===== config.mk =====
export PLATFORM = sky130hd
export DESIGN_NAME = lycan_usb_rx_router_flat
export DESIGN_NICKNAME = d
export VERILOG_FILES = /design/src/rtl/lycan_usb_rx_router_pkg.sv /design/src/rtl/lycan_usb_rx_router_if.sv /design/src/rtl/lycan_pkt_fifo2.sv /design/src/rtl/lycan_usb_rx_router.sv /design/src/flat_wrapper.sv
export SDC_FILE = /design/constraint.sdc
export NUM_CORES = 1
export LEC_CHECK = 0
export CORE_ASPECT_RATIO = 1.4
export CORE_UTILIZATION = 40
export CTS_BUF_LIST = sky130_fd_sc_hd__clkbuf_2
export CTS_CLUSTER_DIAMETER = 120
export DETAILED_ROUTE_END_ITERATION = 6
export DONT_BUFFER_PORTS = 1
export HOLD_SLACK_MARGIN = 0.08
export PLACE_DENSITY = 0.58
export SYNTH_ARGS = -nofsm -noshare
export SYNTH_HDL_FRONTEND = slang
export SYNTH_SLANG_ARGS = --single-unit

===== constraint.sdc =====
create_clock -name clk -period 24.6 [get_ports clk]
set_input_delay 0 -clock clk [delete_from_list [all_inputs] [get_ports clk]]
set_output_delay 0 -clock clk [all_outputs]
set_load 0.01 [all_outputs]

===== src/rtl/lycan_usb_rx_router_pkg.sv =====
// Shared types and sizes for the host->peripheral packet router.
// Packet layout: [31:29] addr, [28] cfg, [27:0] payload.
package lycan_usb_rx_router_pkg;

  localparam int num_peripherals      = 8;
  localparam int usb_packet_width     = 32;
  localparam int periph_address_width = $clog2(num_peripherals);
  localparam int drop_cnt_width       = 16;
  localparam int rx_fifo_depth        = 2;

  typedef struct packed {
    logic [periph_address_width-1:0]                    addr;
    logic                                               cfg;
    logic [usb_packet_width-periph_address_width-2:0]   payload;
  } lycan_pkt_t;

endpackage


===== src/rtl/lycan_usb_rx_router_if.sv =====
// Router data-path bundle: USB RX input handshake and per-slot outputs.
// slave = router side, master = FIFO/peripheral side.
interface lycan_usb_rx_router_if #(
  parameter int NUM_PERIPHS = 8,
  parameter int PKT_WIDTH   = 32
);

  logic [PKT_WIDTH-1:0]             usb_rx_data;
  logic                             usb_rx_valid;
  logic                             usb_rx_ready;
  logic [NUM_PERIPHS*PKT_WIDTH-1:0] periph_data;
  logic [NUM_PERIPHS-1:0]           periph_valid;
  logic [NUM_PERIPHS-1:0]           periph_ready;

  modport slave (
    input  usb_rx_data,
    input  usb_rx_valid,
    output usb_rx_ready,
    output periph_data,
    output periph_valid,
    input  periph_ready
  );

  modport master (
    output usb_rx_data,
    output usb_rx_valid,
    input  usb_rx_ready,
    input  periph_data,
    input  periph_valid,
    output periph_ready
  );

endinterface


===== src/rtl/lycan_pkt_fifo2.sv =====
// Two-entry valid/ready packet FIFO for one peripheral slot.
// Ports: in_data/in_valid push, out_* pop handshake, full, count.
module lycan_pkt_fifo2
  import lycan_usb_rx_router_pkg::*;
#(
  parameter int W = usb_packet_width
) (
  input  logic         clk,
  input  logic         rst,
  input  logic [W-1:0] in_data,
  input  logic         in_valid,
  output logic [W-1:0] out_data,
  output logic         out_valid,
  input  logic         out_ready,
  output logic         full,
  output logic [1:0]   count
);

  logic [W-1:0] m0;
  logic [W-1:0] m1;
  logic [1:0]   cnt;
  logic         wr;
  logic         rd;

  // full is judged on the pre-pop count, so a
  // full slot refuses a push even while popping
  assign full      = (cnt == 2'(rx_fifo_depth));
  assign wr        = in_valid && !full;
  assign out_valid = (cnt != 2'd0);
  assign rd        = out_valid && out_ready;
  assign out_data  = m0;
  assign count     = cnt;

  always_ff @(posedge clk or posedge rst) begin
    if (rst) begin
      m0  <= '0;
      m1  <= '0;
      cnt <= '0;
    end else begin
      unique case (1'b1)
        wr && !rd: begin
          if (cnt == 2'd0) m0 <= in_data;
          else             m1 <= in_data;
          cnt <= cnt + 2'd1;
        end
        rd && !wr: begin
          m0  <= m1;
          cnt <= cnt - 2'd1;
        end
        // only reachable with one entry held
        wr && rd: m0 <= in_data;
        default: ;
      endcase
    end
  end

endmodule


===== src/rtl/lycan_usb_rx_router.sv =====
// Host->peripheral router: input register, addr decode, slot FIFOs,
// drop counter, busy. Ports: clk, rst, bus, periph_enable, drop_clr/count, busy.
module lycan_usb_rx_router
  import lycan_usb_rx_router_pkg::*;
#(
  parameter int NUM_PERIPHS = num_peripherals,
  parameter int PKT_WIDTH   = usb_packet_width,
  parameter int ADDR_WIDTH  = $clog2(NUM_PERIPHS),
  parameter int CNT_WIDTH   = drop_cnt_width
) (
  input  logic                   clk,
  input  logic                   rst,
  lycan_usb_rx_router_if.slave   bus,
  input  logic [NUM_PERIPHS-1:0] periph_enable,
  input  logic                   drop_clr,
  output logic [CNT_WIDTH-1:0]   drop_count,
  output logic                   busy
);

  logic [PKT_WIDTH-1:0]   in_q;
  logic                   in_vld;
  logic [ADDR_WIDTH-1:0]  in_addr;
  logic [NUM_PERIPHS-1:0] hit;
  logic [NUM_PERIPHS-1:0] full;
  logic [NUM_PERIPHS-1:0] push;
  logic [NUM_PERIPHS-1:0] nonempty;
  logic [NUM_PERIPHS-1:0] slot_vld;
  logic [PKT_WIDTH-1:0]   slot_data [NUM_PERIPHS];
  logic [1:0]             slot_cnt  [NUM_PERIPHS];
  logic                   tgt_en;
  logic                   tgt_full;
  logic                   drain;
  logic                   drop;
  logic                   accept;

  assign in_addr = in_q[PKT_WIDTH-1 -: ADDR_WIDTH];

  // An address with no matching slot never hits,
  // so it reads as disabled and gets dropped
  always_comb begin
    hit = '0;
    for (int i = 0; i < NUM_PERIPHS; i++) begin
      hit[i] = in_vld && (in_addr == ADDR_WIDTH'(i));
    end
  end

  assign tgt_en   = |(hit & periph_enable);
  assign tgt_full = |(hit & full);
  assign drain    = in_vld && (!tgt_en || !tgt_full);
  assign drop     = drain && !tgt_en;
  assign push     = {NUM_PERIPHS{drain}} & hit & periph_enable;

  assign bus.usb_rx_ready = !rst && (!in_vld || drain);
  assign accept = bus.usb_rx_valid && bus.usb_rx_ready;

  always_ff @(posedge clk or posedge rst) begin
    if (rst) begin
      in_q   <= '0;
      in_vld <= 1'b0;
    end else if (accept) begin
      in_q   <= bus.usb_rx_data;
      in_vld <= 1'b1;
    end else if (drain) begin
      in_vld <= 1'b0;
    end
  end

  for (genvar g = 0; g < NUM_PERIPHS; g++) begin : g_slot
    lycan_pkt_fifo2 #(
      .W (PKT_WIDTH)
    ) u_fifo (
      .clk       (clk),
      .rst       (rst),
      .in_data   (in_q),
      .in_valid  (push[g]),
      .out_data  (slot_data[g]),
      .out_valid (slot_vld[g]),
      .out_ready (bus.periph_ready[g]),
      .full      (full[g]),
      .count     (slot_cnt[g])
    );
    assign nonempty[g] = (slot_cnt[g] != 2'd0);
  end

  always_comb begin
    bus.periph_data = '0;
    for (int i = 0; i < NUM_PERIPHS; i++) begin
      bus.periph_data[i*PKT_WIDTH +: PKT_WIDTH] = slot_data[i];
    end
  end

  assign bus.periph_valid = slot_vld;

  // clear wins; a drop in the clearing cycle still counts
  always_ff @(posedge clk or posedge rst) begin
    if (rst) begin
      drop_count <= '0;
    end else if (drop_clr) begin
      drop_count <= drop ? CNT_WIDTH'(1) : '0;
    end else if (drop && (drop_count != '1)) begin
      drop_count <= drop_count + CNT_WIDTH'(1);
    end
  end

  assign busy = in_vld || (|nonempty);

endmodule


===== src/flat_wrapper.sv =====
// flat-port wrapper written by rule: the top's interface ports become plain ports
module lycan_usb_rx_router_flat import lycan_usb_rx_router_pkg::*;
#(
  parameter int NUM_PERIPHS = num_peripherals,
  parameter int PKT_WIDTH   = usb_packet_width,
  parameter int ADDR_WIDTH  = $clog2(NUM_PERIPHS),
  parameter int CNT_WIDTH   = drop_cnt_width
)
  (clk, rst, periph_enable, drop_clr, drop_count, busy, bus_usb_rx_data, bus_usb_rx_valid, bus_usb_rx_ready, bus_periph_data, bus_periph_valid, bus_periph_ready);
  lycan_usb_rx_router_if #(.NUM_PERIPHS(NUM_PERIPHS), .PKT_WIDTH(PKT_WIDTH)) bus_i ();
  input  logic clk;
  input  logic rst;
  input  logic [NUM_PERIPHS-1:0] periph_enable;
  input  logic drop_clr;
  output logic [CNT_WIDTH-1:0] drop_count;
  output logic busy;
  input wire logic [$bits(bus_i.usb_rx_data)-1:0] bus_usb_rx_data;
  input wire logic [$bits(bus_i.usb_rx_valid)-1:0] bus_usb_rx_valid;
  output wire logic [$bits(bus_i.usb_rx_ready)-1:0] bus_usb_rx_ready;
  output wire logic [$bits(bus_i.periph_data)-1:0] bus_periph_data;
  output wire logic [$bits(bus_i.periph_valid)-1:0] bus_periph_valid;
  input wire logic [$bits(bus_i.periph_ready)-1:0] bus_periph_ready;
  assign bus_i.usb_rx_data = bus_usb_rx_data;
  assign bus_i.usb_rx_valid = bus_usb_rx_valid;
  assign bus_usb_rx_ready = bus_i.usb_rx_ready;
  assign bus_periph_data = bus_i.periph_data;
  assign bus_periph_valid = bus_i.periph_valid;
  assign bus_i.periph_ready = bus_periph_ready;
  lycan_usb_rx_router #(.NUM_PERIPHS(NUM_PERIPHS), .PKT_WIDTH(PKT_WIDTH), .ADDR_WIDTH(ADDR_WIDTH), .CNT_WIDTH(CNT_WIDTH)) u_core (.clk(clk), .rst(rst), .bus(bus_i), .periph_enable(periph_enable), .drop_clr(drop_clr), .drop_count(drop_count), .busy(busy));
endmodule

---- Word-level counts from Yosys, hierarchy flattened ----
Index checks and enable logic that the tools add are counted.
operators by class
  equal/unequal tests ..................... 24
  reductions and logical operators ........ 138
  add/sub/neg operators ................... 17
  bitwise gates (word level) .............. 12
  muxes and demuxes ....................... 29
operators with widths
  cell                                                                    count
  32-bit one-hot mux with 3 select lines                                  8
  32-bit 2-to-1 mux                                                       8
  1-bit logical AND                                                       53
  2-bit nonzero test                                                      18
  8-bit bitwise AND                                                       4
  16-bit 2-to-1 mux                                                       2
  2-bit one-hot mux with 2 select lines                                   8
  2-bit AND reduction                                                     16
  1-bit zero test                                                         28
  3-bit nonzero test                                                      8
  8-bit OR reduction                                                      3
  16-bit by 1-bit adder with 16-bit output (second input constant)        1
  2-bit by 1-bit adder with 2-bit output (second input constant)          8
  2-bit equality test (second input constant)                             8
  2-bit zero test                                                         8
  16-bit != test (second input constant)                                  1
  2-bit by 1-bit != test with 1-bit output (second input constant)        8
  2-bit by 1-bit subtractor with 2-bit output (second input constant)     8
  3-bit equality test (second input constant)                             4
  1-bit inverter                                                          8
  3-bit by 2-bit equality test with 1-bit output (second input constant)  2
  3-bit by 1-bit equality test with 1-bit output (second input constant)  1
  3-bit zero test                                                         1
  1-bit logical OR                                                        3
  1-bit 2-to-1 mux                                                        3
word-level totals
  bits in registers ....................... 577
  logic and storage cells ................. 247

---- Longest topological paths before layout ----
  depth in word-level cells ............... 14
  mapped depth ............................ 10
  gate-level depth less buffers ........... 8

---- Cells and area by module ----
From an unflattened synthesis, not the netlist that was laid out.
second synthesis, totals
  cells, all modules ...................... 1715
  area total of the unflattened synthesis .. 27099.7 um2
modules (own cells, without submodules)
  module               cells an instance  area an instance (um2)  sequential area each (um2)  instances
  lycan_pkt_fifo2      189                3066.7                  1651.6                      8
  lycan_usb_rx_router  203                2566.2                  1226.2                      1

---- Least setup slack after synthesis ----
OpenSTA, ideal clock, no wires.
  kind .................................... input-to-reg
  from .................................... in rst
  to ...................................... reg u_core.in_q[0]
  library setup time ...................... 0.125 ns
  stages .................................. 5
  setup slack ............................. 9.497 ns
  data required time ...................... 24.475 ns
  data arrival time ....................... 14.978 ns
  path through ............................ inv_1 > nand2_1 > a31oi_2 > buf_6 > mux2_4
between the ends
  word-level cells in the longest chain between the ends .. 3
RTL lines
  item                  line                       text
  from (decl)           flat_wrapper.sv:12         input logic rst;
  1-bit zero test       lycan_usb_rx_router.sv:53  assign bus.usb_rx_ready = !rst && (!in_vld || drain);
  1-bit logical AND     lycan_usb_rx_router.sv:53
  1-bit logical AND     lycan_usb_rx_router.sv:54  assign accept = bus.usb_rx_valid && bus.usb_rx_ready;
  to (signal assigned)  lycan_usb_rx_router.sv:61  in_q <= bus.usb_rx_data;
  to (decl)             lycan_usb_rx_router.sv:20  logic [PKT_WIDTH-1:0] in_q;
Every way passes these cells.
A chain may end at the register's enable or synchronous reset.

---- Worst setup path in the final report ----
  from .................................... reg u_core.in_q[31]
  to ...................................... reg u_core.drop_count[13]
between the ends
  word-level cells in the longest chain between the ends .. 10
  elaborated cells on any way between the ends .. 27
RTL lines
  item                                                                          line                                                  text
  3-bit by 1-bit equality test with 1-bit output, or another cell as far along  lycan_usb_rx_router.sv:43                             hit[i] = in_vld && (in_addr == ADDR_WIDTH'(i));
  1-bit logical AND                                                             lycan_usb_rx_router.sv:43
  8-bit bitwise AND (on tied branches)                                          lycan_usb_rx_router.sv:47, lycan_usb_rx_router.sv:48
  8-bit OR reduction (on tied branches)                                         lycan_usb_rx_router.sv:47, lycan_usb_rx_router.sv:48
  1-bit zero test (on tied branches)                                            lycan_usb_rx_router.sv:49, lycan_usb_rx_router.sv:50
  1-bit logical OR                                                              lycan_usb_rx_router.sv:49                             assign drain = in_vld && (!tgt_en || !tgt_full);
  1-bit logical AND                                                             lycan_usb_rx_router.sv:49
  1-bit logical AND (*)                                                         lycan_usb_rx_router.sv:50                             assign drop = drain && !tgt_en;
  1-bit logical AND (*)                                                         lycan_usb_rx_router.sv:100                            end else if (drop && (drop_count != '1)) begin
  2-bit nonzero test (no source line) (*)                                       n/a
  to (signal assigned)                                                          lycan_usb_rx_router.sv:99                             drop_count <= drop ? CNT_WIDTH'(1) : '0;
  to (signal assigned)                                                          lycan_usb_rx_router.sv:101                            drop_count <= drop_count + CNT_WIDTH'(1);
  to (decl)                                                                     lycan_usb_rx_router.sv:16                             output logic [CNT_WIDTH-1:0] drop_count,
Every way passes the cells marked *; elsewhere a longest branch is shown, timed or not.

==> impl_metrics.ini <==
[status]
status = complete, no violations

[setup_path]
worstSetupPathType = reg -> reg
end_kind = register
required_ps = 25830
reg2reg_slack_ps = 19690
startpoint_type = register
path_max_fanout = 28
cp.arrival_ps = 6140

[clock_network]
clkSinkCount = 577
cts_tree = done
cts_buffers = 143
cts.path.max_buffers = 3
htreeDepth = 4
cts-root-buf = clkbuf_2
clock_latency_ps = 1350
clkSlewWorstSetupHoldPaths_ps = 90

[run]
drv_cap = 0

[synthesis]
ys_seq_area_frac = 0.578
synthAdderAreaFrac = 0.00851
synth-compound-area-share = 0.0689
muxShareOfSynthArea = 0.234
syn_area_um2 = 25000
synthSimpleGateAreaFrac = 0.0656
synth.avg_cell_area_um2 = 12.0
synth_flop_cell = dfrtp_1
async_reset_ff_frac = 1.00
ys_warn_count = 0
synth_top_family_by_area = multiplexers
synth-seq-cells = 577
synth-edff-count = 0
syn_inst = 2080
ys_types = 48
synth_xor_area_frac = 0.00841
syn_nets = 2149

[timing]
worst_pin_slew_ps = 1190
setup_tns_ps = 0
timing.final.max_slew_violations = 0
finalSetupViolCount = 0
final.setup.worst_slack_ps = 19690
final.period_utilization = 0.200
slew-limit-headroom = 0.202
period_needed_ps = 4910
finalHoldViolCount = 0
clock.fmax_mhz = 204
fin_skew_ps = 105
rsz0062_at_grt = no

[routing]
via_count = 16500
wl_per_cell_um = 22.4
viasPerCell = 5.27
drt-pass1-iter-count = 5
ant_nets = 0
drcViolationCount = 0
drtIter0Drc = 918
wl_um = 70400

[floorplanning]
ioPinCount = 334
fp.dieH_um = 298
rows = 108
die_x_um = 213
die_area_um2 = 63500
start_util = 0.404
core_area_um2 = 61900

[place]
portBuffers = 0
gp_congestion = 0.801
postPlaceCellArea_um2 = 25600
dp.final_hpwl_um = 43600
place_ws_ps = 21330

[finish]
multiInputGateArea_um2 = 9810
postLayoutCellArea_um2 = 28500
area_growth_pct = 14.1
seqCellArea_um2 = 14400
fillerInstances = 5866
nNetsFinal = 2286
drive_gt1_frac = 0.237

[power]
p_total_mw = 3.41
leakagePower_nw = 13.3
vdd_ir_drop_max_mv = 0.0570
pwr_density_cell_nw_per_um2 = 120

[grt]
grt.total_usage = 0.229
grt_antenna_before_repair = 2
grt_pass1_vias = 17500
gr-total-overflow = 0
grt_max_degree = 94
grt_pass1_wl_um = 108000

[hold_path]
hold_path.class = in -> reg
==> where the power goes <==
part / leakage (nW) / switching [mW] / internal (mW) / total, mW
logic: 5.11 / 0.504 / 0.454 / 0.958
registers: 7.27 / 0.473 / 1.32 / 1.79
clock network: 0.952 / 0.399 / 0.255 / 0.654
==> registers in the layout, indices dropped and copies added (netlist names) <==
signal / cells
u_core.drop_count: 16
u_core.g_slot.u_fifo.count: 16
u_core.g_slot.u_fifo.m1: 256
u_core.g_slot.u_fifo.out_data: 256
u_core.in_q: 32
u_core.in_vld: 1
==> area by class of cell <==
class	count	area share
Sequential cell	577	0.507
Multi-Input combinational cell	1283	0.344
Timing Repair Buffer	186	0.0640
Tap cell	825	0.0362
Clock buffer	191	0.0335
Clock inverter	48	0.0113
Inverter	26	0.00369
Antenna cell	3	0.000263
==> per-stage QoR <==
stage | cells | utilization | hold WS, ps
4_1_cts | 3136 | 0.460 | 100
5_1_grt | 3139 | 0.460 | 221
3_3_place_gp | 2733 | 0.413 | -19.0
2_1_floorplan | 2080 | - | 47.5
6_report | 3139 | 0.460 | 315
3_5_place_dp | 2733 | 0.413 | -11.4
==> cells in the final DEF, fill, tap and decap left out, drive strengths merged, types with 2 or more instances in the layout <==
| cell type | count |
|---|---|
| buf | 23 |
| clkinvlp | 2 |
| mux4 | 2 |
| dfrtp | 577 |
| diode | 3 |
| or3 | 2 |
| o2bb2ai | 2 |
| and3 | 3 |
| dlygate4sd3 | 163 |
| nor2b | 5 |
| or2 | 8 |
| or4 | 11 |
| inv | 31 |
| clkinv | 37 |
| bufinv | 4 |
| xnor2 | 16 |
| mux2 | 273 |
| a21oi | 205 |
| ha | 17 |
| xor2 | 8 |
| a41oi | 2 |
| nor2 | 211 |
| nand4 | 11 |
| o31ai | 10 |
| nand2b | 10 |
| nand2 | 107 |
| mux2i | 260 |
| clkbuf | 191 |
| o21ai | 90 |
| and2 | 2 |
| a31oi | 2 |
| nor4 | 3 |
| nand3 | 14 |
==> cells by family after synthesis <==
group	after synthesis
AOI/OAI and AO/OA	318
xor gates and xnor gates	24
adders and majority gates	17
buffers and inverters	220
DFF	577
muxes	535
and+or+nand+nor	389
==> worst paths after layout <==
check / startpoint / end / depth (start not counted)
worst max-delay path: u_core.in_q[31] / u_core.drop_count[13] / 9
worst min-delay path: bus_periph_ready[6] / u_core.g_slot[6].u_fifo.out_data[7] / 5
worst max register to register: u_core.in_q[31] / u_core.drop_count[13] / 9
worst min register to register: u_core.g_slot[4].u_fifo.m1[29] / u_core.g_slot[4].u_fifo.m1[29] / 2
max in group asynchronous: rst / u_core.g_slot[6].u_fifo.m1[14] / 8
min in group asynchronous: rst / u_core.g_slot[7].u_fifo.out_data[29] / 5
==> layer usage <==
metal | track usage | share of wire
met1 | 0.265 | 0.40
met2 | 0.387 | 0.50
met3 | 0.0729 | 0.071
met4 | 0.0991 | 0.033
met5 | 0 | 0
==> cells in the mapped netlist (11+ instances only) <==
| cell | count | area (µm²) |
|---|---|---|
| a21oi_1 | 204 | 1020 |
| nor2_1 | 211 | 792 |
| xnor2_1 | 16 | 140 |
| clkbuf_1 | 120 | 450 |
| nand4_1 | 11 | 68.8 |
| buf_1 | 30 | 113 |
| dfrtp_1 | 577 | 14400 |
| mux2_2 | 243 | 2740 |
| inv_1 | 26 | 97.6 |
| mux2i_1 | 260 | 2600 |
| o21ai_0 | 82 | 410 |
| buf_2 | 31 | 155 |
| or4_1 | 11 | 82.6 |
| nand3_1 | 14 | 70.1 |
| mux2_4 | 30 | 450 |
| nand2_1 | 107 | 402 |
| ha_1 | 17 | 213 |
==> timing repair <==
item,4_1_cts,5_1_grt
hold buffers,164,0
endpoints found under the hold margin,815,0
resized for setup,0,0
setup buffers,0,0
endpoints found under the setup margin,0,0
==> critical path, stage by stage (launching register included) <==
cell and delay (ps):
dfrtp_1 800, mux2i_1 260, dlygate4sd3_1 600, a22o_4 120, dlygate4sd3_1 670, o21ai_4 80, dlygate4sd3_1 890, or4_1 650
a21oi_1 190, dlygate4sd3_1 600
No activity file was read; power rests on OpenSTA's default activity.
